$ cat src/rtl/sensor_frontend.sv
// Sensor front end: synchronises and debounces four contact sensors, and periodically
// reads a 7-bit serial temperature ADC with a timeout guard.
module sensor_frontend #(
    parameter int unsigned DEB_CYCLES    = 4,
    parameter int unsigned SAMPLE_PERIOD = 1000,
    parameter int unsigned ADC_TIMEOUT   = 64
) (
    input  logic       clk,
    input  logic       Rst,
    input  logic       raw_fd,
    input  logic       raw_rd,
    input  logic       raw_w,
    input  logic       raw_fa,
    output logic       adc_start,
    input  logic       adc_done,
    input  logic       adc_sdata,
    output logic       SFD,
    output logic       SRD,
    output logic       SW,
    output logic       SFA,
    output logic [6:0] ST,
    output logic       st_valid,
    output logic       adc_err
);

    localparam logic [7:0]  DEB_MAX = 8'(DEB_CYCLES - 1);
    localparam logic [7:0]  TO_MAX  = 8'(ADC_TIMEOUT - 1);
    localparam logic [15:0] PER_MAX = 16'(SAMPLE_PERIOD - 1);

    typedef enum logic [2:0] {StIdle, StStart, StWait, StShift, StUpdate} adc_state_e;

    logic [3:0]  raw;
    logic [3:0]  sync1;
    logic [3:0]  sync2;
    logic [3:0]  deb;
    logic [7:0]  deb_cnt [4];
    logic [15:0] per_cnt;
    logic        tick;
    adc_state_e  state;
    logic [7:0]  to_cnt;
    logic [2:0]  bit_cnt;
    logic [6:0]  shreg;

    assign raw = {raw_fa, raw_w, raw_rd, raw_fd};
    assign {SFA, SW, SRD, SFD} = deb;

    always_ff @(posedge clk or posedge Rst) begin
        if (Rst) begin
            sync1 <= '0;
            sync2 <= '0;
        end else begin
            sync1 <= raw;
            sync2 <= sync1;
        end
    end

    // Counter tracks how long the synchronised input has disagreed with the output.
    always_ff @(posedge clk or posedge Rst) begin
        if (Rst) begin
            deb <= '0;
            for (int i = 0; i < 4; i++) begin
                deb_cnt[i] <= '0;
            end
        end else begin
            for (int i = 0; i < 4; i++) begin
                if (sync2[i] != deb[i]) begin
                    if (deb_cnt[i] == DEB_MAX) begin
                        deb[i]     <= sync2[i];
                        deb_cnt[i] <= '0;
                    end else begin
                        deb_cnt[i] <= deb_cnt[i] + 8'd1;
                    end
                end else begin
                    deb_cnt[i] <= '0;
                end
            end
        end
    end

    always_ff @(posedge clk or posedge Rst) begin
        if (Rst) begin
            per_cnt <= '0;
        end else if (per_cnt == PER_MAX) begin
            per_cnt <= '0;
        end else begin
            per_cnt <= per_cnt + 16'd1;
        end
    end

    assign tick = (per_cnt == PER_MAX);

    // ST and st_valid are set on the last SHIFT edge so both are visible during UPDATE.
    always_ff @(posedge clk or posedge Rst) begin
        if (Rst) begin
            state     <= StIdle;
            adc_start <= 1'b0;
            adc_err   <= 1'b0;
            ST        <= '0;
            st_valid  <= 1'b0;
            to_cnt    <= '0;
            bit_cnt   <= '0;
            shreg     <= '0;
        end else begin
            adc_start <= 1'b0;
            st_valid  <= 1'b0;
            case (state)
                StIdle: begin
                    if (tick) begin
                        state     <= StStart;
                        adc_start <= 1'b1;
                    end
                end
                StStart: begin
                    state  <= StWait;
                    to_cnt <= '0;
                end
                StWait: begin
                    if (adc_done) begin
                        state   <= StShift;
                        bit_cnt <= '0;
                    end else if (to_cnt == TO_MAX) begin
                        state   <= StIdle;
                        adc_err <= 1'b1;
                    end else begin
                        to_cnt <= to_cnt + 8'd1;
                    end
                end
                StShift: begin
                    shreg <= {shreg[5:0], adc_sdata};
                    if (bit_cnt == 3'd6) begin
                        state    <= StUpdate;
                        ST       <= {shreg[5:0], adc_sdata};
                        st_valid <= 1'b1;
                    end else begin
                        bit_cnt <= bit_cnt + 3'd1;
                    end
                end
                StUpdate: begin
                    state <= StIdle;
                end
                default: begin
                    state <= StIdle;
                end
            endcase
        end
    end

endmodule

$ cat config.mk
export PLATFORM = sky130hd
export DESIGN_NAME = sensor_frontend
export DESIGN_NICKNAME = d
export VERILOG_FILES = /design/src/rtl/sensor_frontend.sv
export SDC_FILE = /design/constraint.sdc
export NUM_CORES = 1
export LEC_CHECK = 0
export ABC_CLOCK_PERIOD_IN_PS = 5800
export BUFFER_PORTS_ARGS = -buffer_cell sky130_fd_sc_hd__buf_4
export CAP_MARGIN = 15
export CORE_MARGIN = 3
export CORE_UTILIZATION = 41
export CTS_BUF_LIST = sky130_fd_sc_hd__clkbuf_16
export DETAILED_ROUTE_END_ITERATION = 10
export GPL_TIMING_DRIVEN = 0
export MAX_ROUTING_LAYER = met4
export PLACE_DENSITY_LB_ADDON = 0.25
export SETUP_SLACK_MARGIN = 0.02
export SYNTH_ARGS = -nofsm -noshare
export SYNTH_HDL_FRONTEND = slang
export SYNTH_SLANG_ARGS = --single-unit
export TNS_END_PERCENT = 10
$ cat constraint.sdc
create_clock -name clk -period 5.8 [get_ports clk]
set_clock_uncertainty 0.2 [all_clocks]
set_input_delay 0.58 -clock clk [delete_from_list [all_inputs] [get_ports clk]]
set_output_delay 0.58 -clock clk [all_outputs]
set_load 0.005 [all_outputs]
==> impl_results.html <==
<table>
<tr><th>Metric</th><th>Value</th></tr>
<tr><th colspan="2">Critical path</th></tr>
<tr><td>Number of stages on the worst setup path</td><td>4</td></tr>
<tr><td>CP Cell Sequence</td><td>or4_4 -&gt; nor4_4 -&gt; a31oi_1 -&gt; a21o_1</td></tr>
<tr><td>CP bufs+invs</td><td>0</td></tr>
<tr><td>Startpoint of the worst register-to-register path</td><td>per_cnt[11]</td></tr>
<tr><td>Critical-path cell with the highest stage delay</td><td>nor4_4</td></tr>
<tr><td>Largest delay share family, worst path</td><td>simple AND/OR/NAND/NOR gates</td></tr>
<tr><td>Crit path capture</td><td>per_cnt[9]</td></tr>
<tr><td>Worst Path Class, Setup</td><td>reg -&gt; reg</td></tr>
<tr><td>Launch point of the worst path</td><td>per_cnt[11]</td></tr>
<tr><td>R2r endpoint</td><td>per_cnt[9]</td></tr>
<tr><td>Critical path launch point type</td><td>register</td></tr>
<tr><td>R2r worst-path depth</td><td>4</td></tr>
<tr><td>Endpoint type of the worst setup path</td><td>register</td></tr>
<tr><td>R2r setup slk</td><td>about 3.6 ns</td></tr>
<tr><td>Largest fanout of any net on the critical path</td><td>10</td></tr>
<tr><td>Slowest stage delay, CP</td><td>~0.58 ns</td></tr>
<tr><td>Endpoint required time on the critical path</td><td>~5.8 ns</td></tr>
<tr><td>Data arrival time at the worst-slack endpoint</td><td>~2.2 ns</td></tr>
<tr><th colspan="2">Drt</th></tr>
<tr><td>Detailed Route WL</td><td>6190 um</td></tr>
<tr><td>Number of iterations in the first detailed-routing pass</td><td>4</td></tr>
<tr><td>Post-route ant nets</td><td>0</td></tr>
<tr><td>Drt wl/cell</td><td>~12 um</td></tr>
<tr><td>Remaining DRCs</td><td>0</td></tr>
<tr><td>Iteration-0 DRC Markers</td><td>104</td></tr>
<tr><td>Overall via count from detail_route</td><td>roughly 2,400</td></tr>
<tr><td>Routed vias/inst</td><td>approximately 5</td></tr>
<tr><th colspan="2">Synth</th></tr>
<tr><td>Area leader, netlist</td><td>dfrtp_1</td></tr>
<tr><td>Yosys warns</td><td>0</td></tr>
<tr><td>Number of flip-flops and latches in the synthesized netlist</td><td>90</td></tr>
<tr><td>Instance count of the mapped netlist</td><td>333</td></tr>
<tr><td>Per-instance average area after synthesis</td><td>11.7 um^2</td></tr>
<tr><td>Proportion of synthesized chip area in sequential cells</td><td>0.580</td></tr>
<tr><td>Fraction of synthesis flops using an asynchronous set or reset pin</td><td>1.00</td></tr>
<tr><td>Number of flops mapped to enable cells by yosys</td><td>0</td></tr>
<tr><td>Most repeated cell in the gate-level netlist after synthesis</td><td>dfrtp_1</td></tr>
<tr><td>Leading post-synthesis cells by instance count</td><td>90 x dfrtp_1, 37 x nor2_1, 26 x xor2_1</td></tr>
<tr><td>Post-Syn Area</td><td>a little under 0.004 mm^2</td></tr>
<tr><td>Synth unique cells</td><td>38</td></tr>
<tr><td>Portion of synthesized cell area occupied by the leading cell type</td><td>0.580</td></tr>
<tr><td>Top cells by area in the synthesized netlist</td><td>dfrtp_1 58%, xor2_1 5.9%, mux2_2 5.5%</td></tr>
<tr><td>Dominant register cell in the synthesized netlist</td><td>dfrtp_1</td></tr>
<tr><td>Net count after synthesis</td><td>roughly 350</td></tr>
<tr><th colspan="2">STA</th></tr>
<tr><td>Final setup fails</td><td>0</td></tr>
<tr><td>Post-route fraction of the period consumed by the critical path</td><td>0.374</td></tr>
<tr><td>Relative max-transition margin</td><td>0.601</td></tr>
<tr><td>Worst-margin pin slew</td><td>roughly 0.6 ns</td></tr>
<tr><td>Final Critical Period</td><td>roughly 2.2 ns</td></tr>
<tr><td>Number of pins exceeding their max-slew limit in the final report</td><td>0</td></tr>
<tr><td>Highest clock frequency the design can meet</td><td>about 460 MHz</td></tr>
<tr><td>Unrepaired setup endpoints after global routing</td><td>no</td></tr>
<tr><td>Final Hold Fails</td><td>0</td></tr>
<tr><td>Total negative setup slack</td><td>0 ns</td></tr>
<tr><th colspan="2">Floorplan</th></tr>
<tr><td>Core area</td><td>approximately 0.0090 mm^2</td></tr>
<tr><td>Initial Utilization</td><td>0.433</td></tr>
<tr><td>Ports</td><td>22</td></tr>
<tr><td>Standard-cell row count</td><td>34</td></tr>
<tr><td>Die Y-Extent</td><td>103 um</td></tr>
<tr><td>Area of the die</td><td>0.0107 mm^2</td></tr>
<tr><td>Width of the chip</td><td>103 um</td></tr>
<tr><th colspan="2">Final layout</th></tr>
<tr><td>Finished Core Util</td><td>0.500</td></tr>
<tr><td>Area overhead of the layout relative to synthesis</td><td>15.6%</td></tr>
<tr><td>Fraction of layout instances using a drive strength above 1</td><td>0.181</td></tr>
<tr><td>Net count, final</td><td>~380</td></tr>
<tr><td>Inserted Diodes</td><td>0</td></tr>
<tr><td>Filler cell count</td><td>between 700 and 800</td></tr>
<tr><td>Final Cell Area</td><td>between 0.004 and 0.005 mm^2</td></tr>
<tr><th colspan="2">CTS</th></tr>
<tr><td>Post-CTS setup-driven buffer insertion count</td><td>0</td></tr>
<tr><td>Maximum root-to-sink buffer count</td><td>2</td></tr>
<tr><td>Number of clock buffers inserted by TritonCTS</td><td>9</td></tr>
<tr><td>CTS Root Cell</td><td>clkbuf_16</td></tr>
<tr><td>Total of cells resized after clock tree synthesis</td><td>0</td></tr>
<tr><td>Sinks on the clock net</td><td>90</td></tr>
<tr><td>Number of buffers added to fix hold violations after cts</td><td>0</td></tr>
<tr><td>Clock tree from TritonCTS</td><td>yes</td></tr>
<tr><td>H-tree depth reported by CTS</td><td>3</td></tr>
<tr><td>Clock input transition at the sequential cells of the worst setup and hold paths</td><td>about 0.060 ns</td></tr>
<tr><td>Clock insertion delay at the later pin of the skew report</td><td>between 0.3 and 0.4 ns</td></tr>
<tr><th colspan="2">Power</th></tr>
<tr><td>LEAKAGE</td><td>~2.1 nW</td></tr>
<tr><td>Peak supply drop</td><td>a little under 200 uV</td></tr>
<tr><td>Power Dens Cells</td><td>about 380 mW/mm^2</td></tr>
<tr><td>Overall Power</td><td>around 0.0017 W</td></tr>
<tr><th colspan="2">Placement</th></tr>
<tr><td>Placed Instance Area</td><td>0.00423 mm^2</td></tr>
<tr><td># port buffers</td><td>21</td></tr>
<tr><td>Half-perimeter wire length after placement</td><td>between 4000 and 5000 um</td></tr>
<tr><td>Placer's final routability congestion estimate</td><td>slightly above 0.8</td></tr>
<tr><th colspan="2">Global routing</th></tr>
<tr><td>Global-route wire length before repair</td><td>~11,000 um</td></tr>
<tr><td>Final global-route overflow total</td><td>0</td></tr>
<tr><td>Vias in the first global route</td><td>around 2,400</td></tr>
<tr><td>Total Routing Usage GR</td><td>0.134</td></tr>
<tr><td>Antenna violations before repair</td><td>0</td></tr>
<tr><td>Maximum number of pins on one net before global-route repair</td><td>65</td></tr>
<tr><th colspan="2">Outcome</th></tr>
<tr><td>Result of the run</td><td>complete, no violations</td></tr>
<tr><th colspan="2">Job</th></tr>
<tr><td>Reported max-cap violation count</td><td>0</td></tr>
<tr><th colspan="2">Min path</th></tr>
<tr><td>Worst hold-check path type</td><td>in -&gt; async</td></tr>
</table>
## routing by layer
metal / GRT usage / routed length, um / vias up
li1: - / - / 1223
met2: 0.195 / 2860 / 34
met3: 0.0577 / 263 / 5
met5: - / 0 / -
met4: 0.0528 / 69 / 0
met1: 0.166 / 3000 / 1184
## report_power, final
part / switching [W] / internal [W] / leakage (nW)
registers: 0.0000932 / 0.000731 / 1.19
logic: 0.000182 / 0.000178 / 0.768
clock network: 0.000228 / 0.000284 / 0.120
total: 0.000503 / 0.00119 / 2.07
## cells by family after synthesis
family                   count (synthesis)  share of synthesized area
XOR/XNOR                                40                     0.0902
adder cells (fa/ha/maj)                  8                     0.0258
multiplexers                            21                     0.0602
buffers and inverters                   10                     0.0103
AND/OR/NAND/NOR                        139                      0.195
flip-flops                              90                      0.580
AO/OA/AOI/OAI                           25                     0.0383
## final cells by class
cell class / instances / area, um^2 / area share
sequential: 90 / 2250 / 0.502
tap: 126 / 158 / 0.0351
clock buffer: 9 / 225 / 0.0502
clock inverter: 6 / 35.0 / 0.00780
timing repair buffer: 22 / 185 / 0.0412
multi-input combinational: 233 / 1590 / 0.355
buffer: 2 / 10.0 / 0.00223
inverter: 8 / 32.5 / 0.00725
## state kept, by name, summed over array words and instances, names as in the netlist, 3 cells and up
register,flops
deb,4
sync2,4
bit_cnt,3
deb_cnt,32
sync1,4
per_cnt,16
ST,7
state,3
shreg,6
to_cnt,8
## through the flow
step,worst slack (ns),cells,hold WS [ns]
floorplan,2.68,333,0.131
global placement,1.65,480,0.132
detailed placement,3.55,481,0.136
CTS,3.60,496,0.0216
global route,3.49,496,0.0309
finish,3.63,496,0.0198
## worst min-delay path by stage
stage,cells after the start,start,to,slack [ns]
floorplan,0,sync1[0],sync2[0],0.13
global placement,0,sync1[2],sync2[2],0.13
detailed placement,0,sync1[1],sync2[1],0.14
CTS,2,Rst,st_valid,0.02
global route,2,Rst,st_valid,0.03
finish,2,Rst,st_valid,0.02
## layout by cell type, fill, tap and decap left out, drive strengths merged, types with 2 or more instances in the layout
| cell type | netlist | final |
|---|---|---|
| a21oi | 9 | 9 |
| a31o | 2 | 2 |
| a31oi | 8 | 8 |
| and2 | 4 | 4 |
| and3 | 14 | 14 |
| buf | 2 | 24 |
| clkbuf | 0 | 9 |
| clkinv | 0 | 4 |
| clkinvlp | 0 | 2 |
| dfrtp | 90 | 90 |
| ha | 8 | 8 |
| inv | 8 | 8 |
| mux2 | 19 | 19 |
| mux2i | 2 | 2 |
| nand2 | 20 | 20 |
| nand2b | 4 | 4 |
| nand3 | 23 | 23 |
| nand4 | 5 | 5 |
| nor2 | 38 | 38 |
| nor3 | 12 | 12 |
| nor4b | 6 | 6 |
| o21ai | 4 | 4 |
| or3 | 2 | 2 |
| or4 | 2 | 2 |
| xnor2 | 14 | 14 |
| xor2 | 26 | 26 |
Note: power is estimated with default switching activity, not from simulation.
